===== config.mk =====
export PLATFORM = sky130hd
export DESIGN_NAME = uart_tx_arbiter
export DESIGN_NICKNAME = d
export VERILOG_FILES = /design/src/rtl/uart_tx_arbiter_pkg.sv /design/src/rtl/uart_tx_arbiter_rr_picker.sv /design/src/rtl/uart_tx_arbiter.sv
export SDC_FILE = /design/constraint.sdc
export NUM_CORES = 1
export LEC_CHECK = 0
export CAP_MARGIN = 20
export CORE_MARGIN = 3
export CORE_UTILIZATION = 49
export CTS_CLUSTER_DIAMETER = 150
export CTS_CLUSTER_SIZE = 40
export DETAILED_ROUTE_END_ITERATION = 8
export GPL_ROUTABILITY_DRIVEN = 1
export PLACE_DENSITY = 0.94
export SETUP_SLACK_MARGIN = 0.15
export SLEW_MARGIN = 20
export SYNTH_ARGS = -nofsm -noshare
export SYNTH_HDL_FRONTEND = slang
export SYNTH_HIERARCHICAL = 1
export SYNTH_SLANG_ARGS = --single-unit

===== constraint.sdc =====
create_clock -name sysclk -period 4.9 [get_ports sysclk]
set_input_delay 0.98 -clock sysclk [delete_from_list [all_inputs] [get_ports sysclk]]
set_output_delay 0.98 -clock sysclk [all_outputs]
set_load 0.1 [all_outputs]

===== src/rtl/uart_tx_arbiter_pkg.sv =====
// Shared definitions for the UART transmit arbiter: status bit position,
// FSM state encoding and small helper functions.
package uart_tx_arbiter_pkg;

   localparam int ATX_FIFO_FULL_BIT = 4;

   typedef enum logic [1:0] {
      ST_IDLE = 2'd0,
      ST_XFER = 2'd1,
      ST_GAP  = 2'd2
   } arb_state_t;

   function automatic logic [2:0] onehot_idx(input logic [7:0] oh);
      logic [2:0] idx;
      idx = 3'd0;
      for (int i = 0; i < 8; i++) begin
         idx = idx | (oh[i] ? 3'(i) : 3'd0);
      end
      return idx;
   endfunction

   function automatic logic [7:0] sat_inc8(input logic [7:0] v);
      return (v == 8'hFF) ? v : v + 8'd1;
   endfunction

endpackage


===== src/rtl/uart_tx_arbiter_rr_picker.sv =====
// Combinational rotate-priority picker: first valid index searching upward
// from last_grant+1 with wrap-around; one-hot result plus an any flag.
module uart_rr_picker
   import uart_tx_arbiter_pkg::*;
#(
   parameter int NUM_REQ = 4,
   parameter int IW      = $clog2(NUM_REQ)
) (
   input  logic [NUM_REQ-1:0] req_valid,
   input  logic [IW-1:0]      last_grant,
   output logic [NUM_REQ-1:0] pick,
   output logic               any
);

   logic [IW-1:0] idx;

   // Walk offsets 1..NUM_REQ; the first valid hit masks all later ones.
   always_comb begin
      pick = '0;
      any  = 1'b0;
      idx  = '0;
      for (int k = 1; k <= NUM_REQ; k++) begin
         idx       = IW'((int'(last_grant) + k) % NUM_REQ);
         pick[idx] = pick[idx] | (req_valid[idx] & ~any);
         any       = any | req_valid[idx];
      end
   end

endmodule


===== src/rtl/uart_tx_arbiter.sv =====
// Message-granular round-robin arbiter feeding the UART ATX FIFO write port,
// with a stall watchdog that reclaims the grant from a stuck requester.
module uart_tx_arbiter
   import uart_tx_arbiter_pkg::*;
#(
   parameter int NUM_REQ        = 4,
   parameter int TIMEOUT_CYCLES = 1024,
   parameter int ATX_FULL_BIT   = ATX_FIFO_FULL_BIT
) (
   input  logic                 sysclk,
   input  logic                 sysreset,
   input  logic [NUM_REQ-1:0]   req_valid,
   input  logic [8*NUM_REQ-1:0] req_data,
   input  logic [NUM_REQ-1:0]   req_last,
   output logic [NUM_REQ-1:0]   req_ready,
   output logic [NUM_REQ-1:0]   grant,
   input  logic [15:0]          atx_status_in,
   output logic [15:0]          data_out,
   output logic                 atx_reg_load,
   output logic                 abort_pulse,
   output logic [7:0]           abort_count
);

   localparam int IW   = $clog2(NUM_REQ);
   localparam int WD_W = (TIMEOUT_CYCLES < 2) ? 1 : $clog2(TIMEOUT_CYCLES);
   localparam logic [WD_W-1:0] WD_MAX = WD_W'((TIMEOUT_CYCLES > 0) ? TIMEOUT_CYCLES - 1 : 0);
   localparam logic WD_EN = (TIMEOUT_CYCLES != 0);

   arb_state_t         state, state_nxt;
   logic [IW-1:0]      last_grant, last_grant_nxt;
   logic [NUM_REQ-1:0] grant_nxt;
   logic [7:0]         data_reg, data_nxt;
   logic               load_nxt;
   logic               abort_nxt;
   logic [7:0]         abort_cnt_nxt;
   logic [WD_W-1:0]    wd_cnt, wd_nxt;
   logic               last_flag, last_flag_nxt;

   logic [NUM_REQ-1:0] pick;
   logic               pick_any;
   logic               full;
   logic               g_valid;
   logic               g_last;
   logic [7:0]         g_data;
   logic               status_unused;

   uart_rr_picker #(
      .NUM_REQ (NUM_REQ),
      .IW      (IW)
   ) u_picker (
      .req_valid  (req_valid),
      .last_grant (last_grant),
      .pick       (pick),
      .any        (pick_any)
   );

   assign full          = atx_status_in[ATX_FULL_BIT];
   assign status_unused = ^atx_status_in;
   assign g_valid       = |(req_valid & grant);
   assign g_last        = |(req_last & grant);
   assign req_ready     = ((state == ST_XFER) && !full) ? grant : '0;
   assign data_out      = {8'd0, data_reg};

   // Byte mux for the granted requester.
   always_comb begin
      g_data = 8'd0;
      for (int i = 0; i < NUM_REQ; i++) begin
         g_data = g_data | (req_data[8*i +: 8] & {8{grant[i]}});
      end
   end

   // Next-state, datapath and watchdog decisions.
   always_comb begin
      state_nxt      = state;
      last_grant_nxt = last_grant;
      grant_nxt      = grant;
      data_nxt       = data_reg;
      load_nxt       = 1'b0;
      abort_nxt      = 1'b0;
      abort_cnt_nxt  = abort_count;
      wd_nxt         = wd_cnt;
      last_flag_nxt  = last_flag;
      case (state)
         ST_IDLE: begin
            if (pick_any) begin
               state_nxt      = ST_XFER;
               grant_nxt      = pick;
               last_grant_nxt = IW'(onehot_idx(8'(pick)));
               wd_nxt         = '0;
            end else begin
               state_nxt = ST_IDLE;
            end
         end
         ST_XFER: begin
            if (full) begin
               // A full FIFO is not the requester's fault: freeze the watchdog.
               wd_nxt = wd_cnt;
            end else if (g_valid) begin
               data_nxt      = g_data;
               load_nxt      = 1'b1;
               last_flag_nxt = g_last;
               wd_nxt        = '0;
               state_nxt     = ST_GAP;
            end else if (WD_EN && (wd_cnt == WD_MAX)) begin
               abort_nxt     = 1'b1;
               abort_cnt_nxt = sat_inc8(abort_count);
               grant_nxt     = '0;
               wd_nxt        = '0;
               state_nxt     = ST_IDLE;
            end else if (WD_EN) begin
               wd_nxt = wd_cnt + WD_W'(1);
            end else begin
               wd_nxt = wd_cnt;
            end
         end
         ST_GAP: begin
            // One dead cycle lets the full flag catch up with the last write.
            if (last_flag) begin
               grant_nxt = '0;
               state_nxt = ST_IDLE;
            end else begin
               wd_nxt    = '0;
               state_nxt = ST_XFER;
            end
         end
         default: begin
            grant_nxt = '0;
            state_nxt = ST_IDLE;
         end
      endcase
   end

   // State and registered outputs.
   always_ff @(posedge sysclk) begin
      if (!sysreset) begin
         state        <= ST_IDLE;
         last_grant   <= IW'(NUM_REQ - 1);
         grant        <= '0;
         data_reg     <= 8'd0;
         atx_reg_load <= 1'b0;
         abort_pulse  <= 1'b0;
         abort_count  <= 8'd0;
         wd_cnt       <= '0;
         last_flag    <= 1'b0;
      end else begin
         state        <= state_nxt;
         last_grant   <= last_grant_nxt;
         grant        <= grant_nxt;
         data_reg     <= data_nxt;
         atx_reg_load <= load_nxt;
         abort_pulse  <= abort_nxt;
         abort_count  <= abort_cnt_nxt;
         wd_cnt       <= wd_nxt;
         last_flag    <= last_flag_nxt;
      end
   end

endmodule

# Word-level counts from Yosys, hierarchy flattened

Index checks and enable logic that the tools add are counted.

Add/sub/neg operators: 6
Order comparisons: 8
Equality and inequality tests: 11
Mux-type cells: 51
Bitwise operators: 30
Reduce and logical (&&, ||, !) cells: 18

Operators by type and width:

| operator                | count |
|---|---|
| $mux W10                | 5 |
| $and A8 B8 Y8           | 4 |
| $pmux W10 S3            | 1 |
| $mux W4                 | 6 |
| $or A8 B8 Y8            | 3 |
| $mux W1                 | 17 |
| $bmux W1 S2             | 8 |
| $and A4 B4 Y4           | 3 |
| $bwmux W4               | 3 |
| $lt A2 B3 Y1 const B    | 4 |
| $pmux W4 S3             | 1 |
| $add A10 B1 Y10 const B | 1 |
| $eq A10 B10 Y1 const B  | 1 |
| $mux W2                 | 5 |
| $ne A2 B2 Y1 const B    | 5 |
| $reduce_and A5 Y1       | 2 |
| $add A8 B1 Y8 const B   | 1 |
| $demux W1 S2            | 4 |
| $eq A8 B8 Y1 const B    | 1 |
| $ge A2 B1 Y1 const B    | 4 |
| $not A1 Y1              | 8 |
| $reduce_or A4 Y1        | 2 |
| $or A1 B1 Y1            | 7 |
| $reduce_or A7 Y1        | 1 |
| 18 further kinds        | 27 |

Flip-flop bits (word level): 37
Input port bits: 58
Word-level logic and storage cells: 133

# Logic depth before layout (Yosys ltp)

Depth in word-level cells: 21
Depth in mapped cells: 13

# Modules after synthesis

Netlist, hierarchy kept.

By module, submodules not included:

| module          | times used | cells an instance | area an instance (µm²) | sequential area each (µm²) |
|---|---|---|---|---|
| uart_tx_arbiter | 1          | 228               | 1983.2                 | 740.7 |
| uart_rr_picker  | 1          | 85                | 626.9                  | 0.0 |

# Worst setup path after synthesis

OpenSTA, ideal clock, no wires.

Path type: input port to flip-flop
Start: input req_valid[0]
End: register last_grant[1]
Library setup time: 0.135 ns
Arrival: 3.258 ns
Data required time: 4.765 ns
Path slack: 1.507 ns
Stages: 10
Buffers on the path: 1
Path through: clkbuf_1 > mux4_2 > mux2_4 > a221o_1 > and3_1 > nand3_1 > o211ai_1 > a21o_1 > nor4_1 > o21ai_0

Word-level cells in the longest chain between the ends: 19
Elaborated cells between the ends (all ways): 36
Those cells by class: mux (19); bitwise (16); reduce/logical (1)

RTL lines:

| what                           | RTL line                                                         | source |
|---|---|---|
| start: declaration             | uart_tx_arbiter.sv:12                                            | `input logic [NUM_REQ-1:0] req_valid,` |
| $bmux W1 S2                    | uart_tx_arbiter_rr_picker.sv:24, uart_tx_arbiter_rr_picker.sv:25 |  |
| $mux W1 (not written as such)  | uart_tx_arbiter_rr_picker.sv:24, uart_tx_arbiter_rr_picker.sv:25 |  |
| $or A1 B1 Y1                   | uart_tx_arbiter_rr_picker.sv:24                                  | `pick[idx] = pick[idx] \| (req_valid[idx] & ~any);` |
| $and A4 B4 Y4 (no source line) | -                                                                |  |
| $bmux W1 S2                    | uart_tx_arbiter_rr_picker.sv:24                                  |  |
| $mux W1 (not written as such)  | uart_tx_arbiter_rr_picker.sv:24                                  |  |
| $or A1 B1 Y1                   | uart_tx_arbiter_rr_picker.sv:24                                  |  |
| $bwmux W4                      | uart_tx_arbiter_rr_picker.sv:24                                  |  |
| [4 not listed]                 | -                                                                |  |
| $bmux W1 S2                    | uart_tx_arbiter_rr_picker.sv:24                                  |  |
| $mux W1 (not written as such)  | uart_tx_arbiter_rr_picker.sv:24                                  |  |
| $or A1 B1 Y1                   | uart_tx_arbiter_rr_picker.sv:24                                  |  |
| $bwmux W4 *                    | uart_tx_arbiter_rr_picker.sv:24                                  |  |
| named net pick[2]              | uart_tx_arbiter.sv:39                                            | `logic [NUM_REQ-1:0] pick;` |
| $mux W2 *                      | uart_tx_arbiter_pkg.sv:17                                        | `idx = idx \| (oh[i] ? 3'(i) : 3'd0);` |
| $or A1 B2 Y2 *                 | uart_tx_arbiter_pkg.sv:17                                        |  |
| $or A2 B2 Y2 *                 | uart_tx_arbiter_pkg.sv:17                                        |  |
| end signal: assignment         | uart_tx_arbiter.sv:137                                           | `last_grant <= IW'(NUM_REQ - 1);` |
| end signal: assignment         | uart_tx_arbiter.sv:147                                           | `last_grant <= last_grant_nxt;` |
| end: declaration               | uart_tx_arbiter.sv:30                                            | `logic [IW-1:0] last_grant, last_grant_nxt;` |

The timed path passes the listed nets; every way through them passes the cells marked *. The select of a mux whose other input is x is not followed.
A chain may end at the register's enable or synchronous reset.

# Final worst setup path

Start: input req_valid[2]
End: register last_grant[1]

Same word-level chain as after synthesis.

==> reports/metrics.json <==
{
  "timing.final.crit_period": {"value": 3.88, "unit": "ns"},
  "synth.ff_latch_count": {"value": 37},
  "timing.reg2reg.worst_path_depth": {"value": 11},
  "numPortBuffers": {"value": 68},
  "clock_slew_at_the_register_clock_pins_of_the_worst_setup_and_hold_paths": {"value": 0.08, "unit": "ns"},
  "grt_pass1_wl": {"value": 11600, "unit": "um"},
  "cts_root_buffer": {"value": "clkbuf_8"},
  "nets": {"value": 431},
  "grt_setup_unrepaired": {"value": "no"},
  "finalHoldViolCount": {"value": 0},
  "place_congestion": {"value": 0.977},
  "track_usage": {"value": 22.7, "unit": "%"},
  "ant_nets": {"value": 0},
  "most_frequent_cells_in_the_layout": {"value": "clkdlybuf4s50_1, dfxtp_1, a22oi_1"},
  "async_flop_share": {"value": 0, "unit": "%"},
  "crit_path_start_kind": {"value": "input port"},
  "placement.setup.worst_slack": {"value": 0.758, "unit": "ns"},
  "maximum_number_of_pins_on_one_net_before_global_route_repair": {"value": 24},
  "timing.final.ws_setup": {"value": 1.02, "unit": "ns"},
  "postSynthCellCount": {"value": 313},
  "layout-drive-gt1-share": {"value": 7.88, "unit": "%"},
  "dieArea": {"value": 6240, "unit": "sq um"},
  "vias_per_cell": {"value": 6.21},
  "postSynth.topFlopCell": {"value": "dfxtp_1"},
  "min_period_over_period": {"value": 79.2, "unit": "%"},
  "remaining_drc_errors": {"value": 0},
  "n_antenna_cell": {"value": 0},
  "critical_path.endpoint_type": {"value": "flip-flop"},
  "synth_seq_area_share": {"value": 28.4, "unit": "%"},
  "core_area": {"value": 4940, "unit": "sq um"},
  "worst_ep_required_time": {"value": 5.04, "unit": "ns"},
  "vdd_ir_drop_max": {"value": 0.339, "unit": "mV"},
  "path_class": {"value": "in2reg"},
  "dp.final_hpwl": {"value": 5050, "unit": "um"},
  "cts_sinks": {"value": 37},
  "area_growth_syn_to_layout": {"value": 27.8, "unit": "%"},
  "clkLatencyLatePin": {"value": 0.29, "unit": "ns"},
  "totalNegativeSetupSlack": {"value": 0, "unit": "ns"},
  "layout.cells.most_common": {"value": "clkdlybuf4s50_1"},
  "power.leakage": {"value": 1.15, "unit": "nW"},
  "overflow": {"value": 0},
  "timing.max_slew.rel_slack": {"value": 30.5, "unit": "%"},
  "cts_tree": {"value": "built"},
  "worstMarginPinSlew": {"value": 1.04, "unit": "ns"},
  "syn_avg_cell_area": {"value": 8.34, "unit": "sq um"},
  "cp_max_fo": {"value": 11},
  "row_count": {"value": 25},
  "final_util": {"value": 67.5, "unit": "%"},
  "grt_antenna_before_repair": {"value": 0},
  "run_status": {"value": "completed"},
  "yosysWarnings": {"value": 6},
  "numCtsBuffers": {"value": 5},
  "synth-edff-count": {"value": 0},
  "max_reg_flops": {"value": 10},
  "finalMaxSlewViolations": {"value": 0},
  "post_cts.repair.setup_buffers": {"value": 0},
  "post_synth_instance_area": {"value": 2610, "unit": "sq um"},
  "fin_worst_skew": {"value": 0.00869, "unit": "ns"},
  "number_of_i_o_pins": {"value": 92},
  "clock_tree.buffer_depth": {"value": 2},
  "power_density": {"value": 534, "unit": "nW/um^2"},
  "floorplan.die.height": {"value": 79.0, "unit": "um"},
  "cts_htree_levels": {"value": 2},
  "holdPathStages": {"value": 2},
  "first_global_vias": {"value": 2547},
  "drt-wirelength-per-cell": {"value": 16.0, "unit": "um"},
  "worst_hold_path_type": {"value": "reg2reg"},
  "routed-via-count": {"value": 2703},
  "clock.fmax": {"value": 258, "unit": "MHz"},
  "regArea": {"value": 741, "unit": "sq um"},
  "timing.critical_path.arrival": {"value": 4.02, "unit": "ns"},
  "wl": {"value": 6940, "unit": "um"},
  "synthDistinctLibCells": {"value": 67},
  "post_cts_hold_buffer_count": {"value": 0},
  "drv.max_cap_violation_count": {"value": 0},
  "initial_core_util": {"value": 52.8, "unit": "%"},
  "multi_input_comb_area": {"value": 1700, "unit": "sq um"},
  "finalSetupViolations": {"value": 0},
  "detailedRoute.firstPassIterationCount": {"value": 4},
  "drtIter0Drc": {"value": 165},
  "cts-resized-gates": {"value": 0},
  "die_w": {"value": 79.0, "unit": "um"},
  "fillCellCount": {"value": 403}
}
[synthesized netlist by cell type, types with 5 or more instances]
cell type | number | area, sq um
nand2b_1 | 11 | 68.8
dfxtp_1 | 37 | 741
clkbuf_1 | 17 | 63.8
nand2_1 | 17 | 63.8
a211oi_1 | 8 | 60.1
nand3_1 | 12 | 60.1
mux2i_1 | 5 | 50.1
a22oi_1 | 22 | 165
nor3_1 | 6 | 30.0
inv_1 | 11 | 41.3
and2_1 | 8 | 50.1
nor2_1 | 20 | 75.1
a21oi_1 | 8 | 40.0
a311oi_1 | 9 | 78.8
ha_1 | 6 | 75.1
or3_1 | 8 | 50.1
nor4_1 | 5 | 31.3
o21ai_0 | 8 | 40.0
buf_4 | 9 | 67.6
[worst max-delay path, cell delays in order]
cell             delay [ns]
clkdlybuf4s50_1        0.59
mux4_2                 0.64
mux2_4                 0.39
a221oi_1               0.30
o21ai_1                0.17
a21oi_1                0.22
o211ai_1               0.16
a21o_1                 0.22
nor4_1                 0.24
o21ai_0                0.10
[cell type report]
| cell class | count | share of cell area (%) |
|---|---|---|
| multi-input cells | 242 | 50.9 |
| flip-flops and latches | 37 | 22.2 |
| repair buffers | 70 | 20.6 |
| well taps | 67 | 2.51 |
| clock buffers | 5 | 2.06 |
| inverters | 11 | 1.24 |
| clock inverters | 3 | 0.525 |
[per-layer routing]
| metal | vias up | part of all wire [%] | GRT usage [%] |
|---|---|---|---|
| met5 | - | 0 | 0 |
| met4 | 0 | 1.3 | 7.73 |
| met3 | 11 | 7.4 | 6.35 |
| met2 | 111 | 50 | 38.8 |
| met1 | 1278 | 41 | 27.3 |
| li1 | 1303 | - | - |
[worst paths after layout]
check,start,end,slack [ns]
max,req_valid[2],last_grant[1],1.02
min,abort_count[7],abort_count[7],0.50
max reg2reg,last_grant[1],last_grant[1],1.28
min reg2reg,abort_count[7],abort_count[7],0.50
[per-stage QoR]
step	instance area, sq um	power [mW]	hold slack, ns	instances
2_1_floorplan	2640	1.32	0.468	320
3_3_place_gp	3250	1.53	0.467	427
3_5_place_dp	3250	1.55	0.484	427
4_1_cts	3330	1.77	0.501	435
5_1_grt	3330	1.91	0.529	435
6_report	3330	1.78	0.497	435
[where the power goes]
part	switching (mW)	leakage [nW]	internal (mW)	total, mW
combinational	0.710	0.803	0.429	1.14
clock	0.113	0.0439	0.0982	0.212
sequential	0.0890	0.300	0.341	0.430
total	0.913	1.15	0.868	1.78
[cells by family after synthesis]
group	Yosys count	synth area share (%)
AOI/OAI and AO/OA	102	30.0
xor gates and xnor gates	1	0.336
adders and majority gates	6	2.88
buffers and inverters	41	7.62
DFF	37	28.4
muxes	9	5.08
other	1	0.144
and+or+nand+nor	116	25.6
Note: power is estimated with default switching activity, not from simulation.
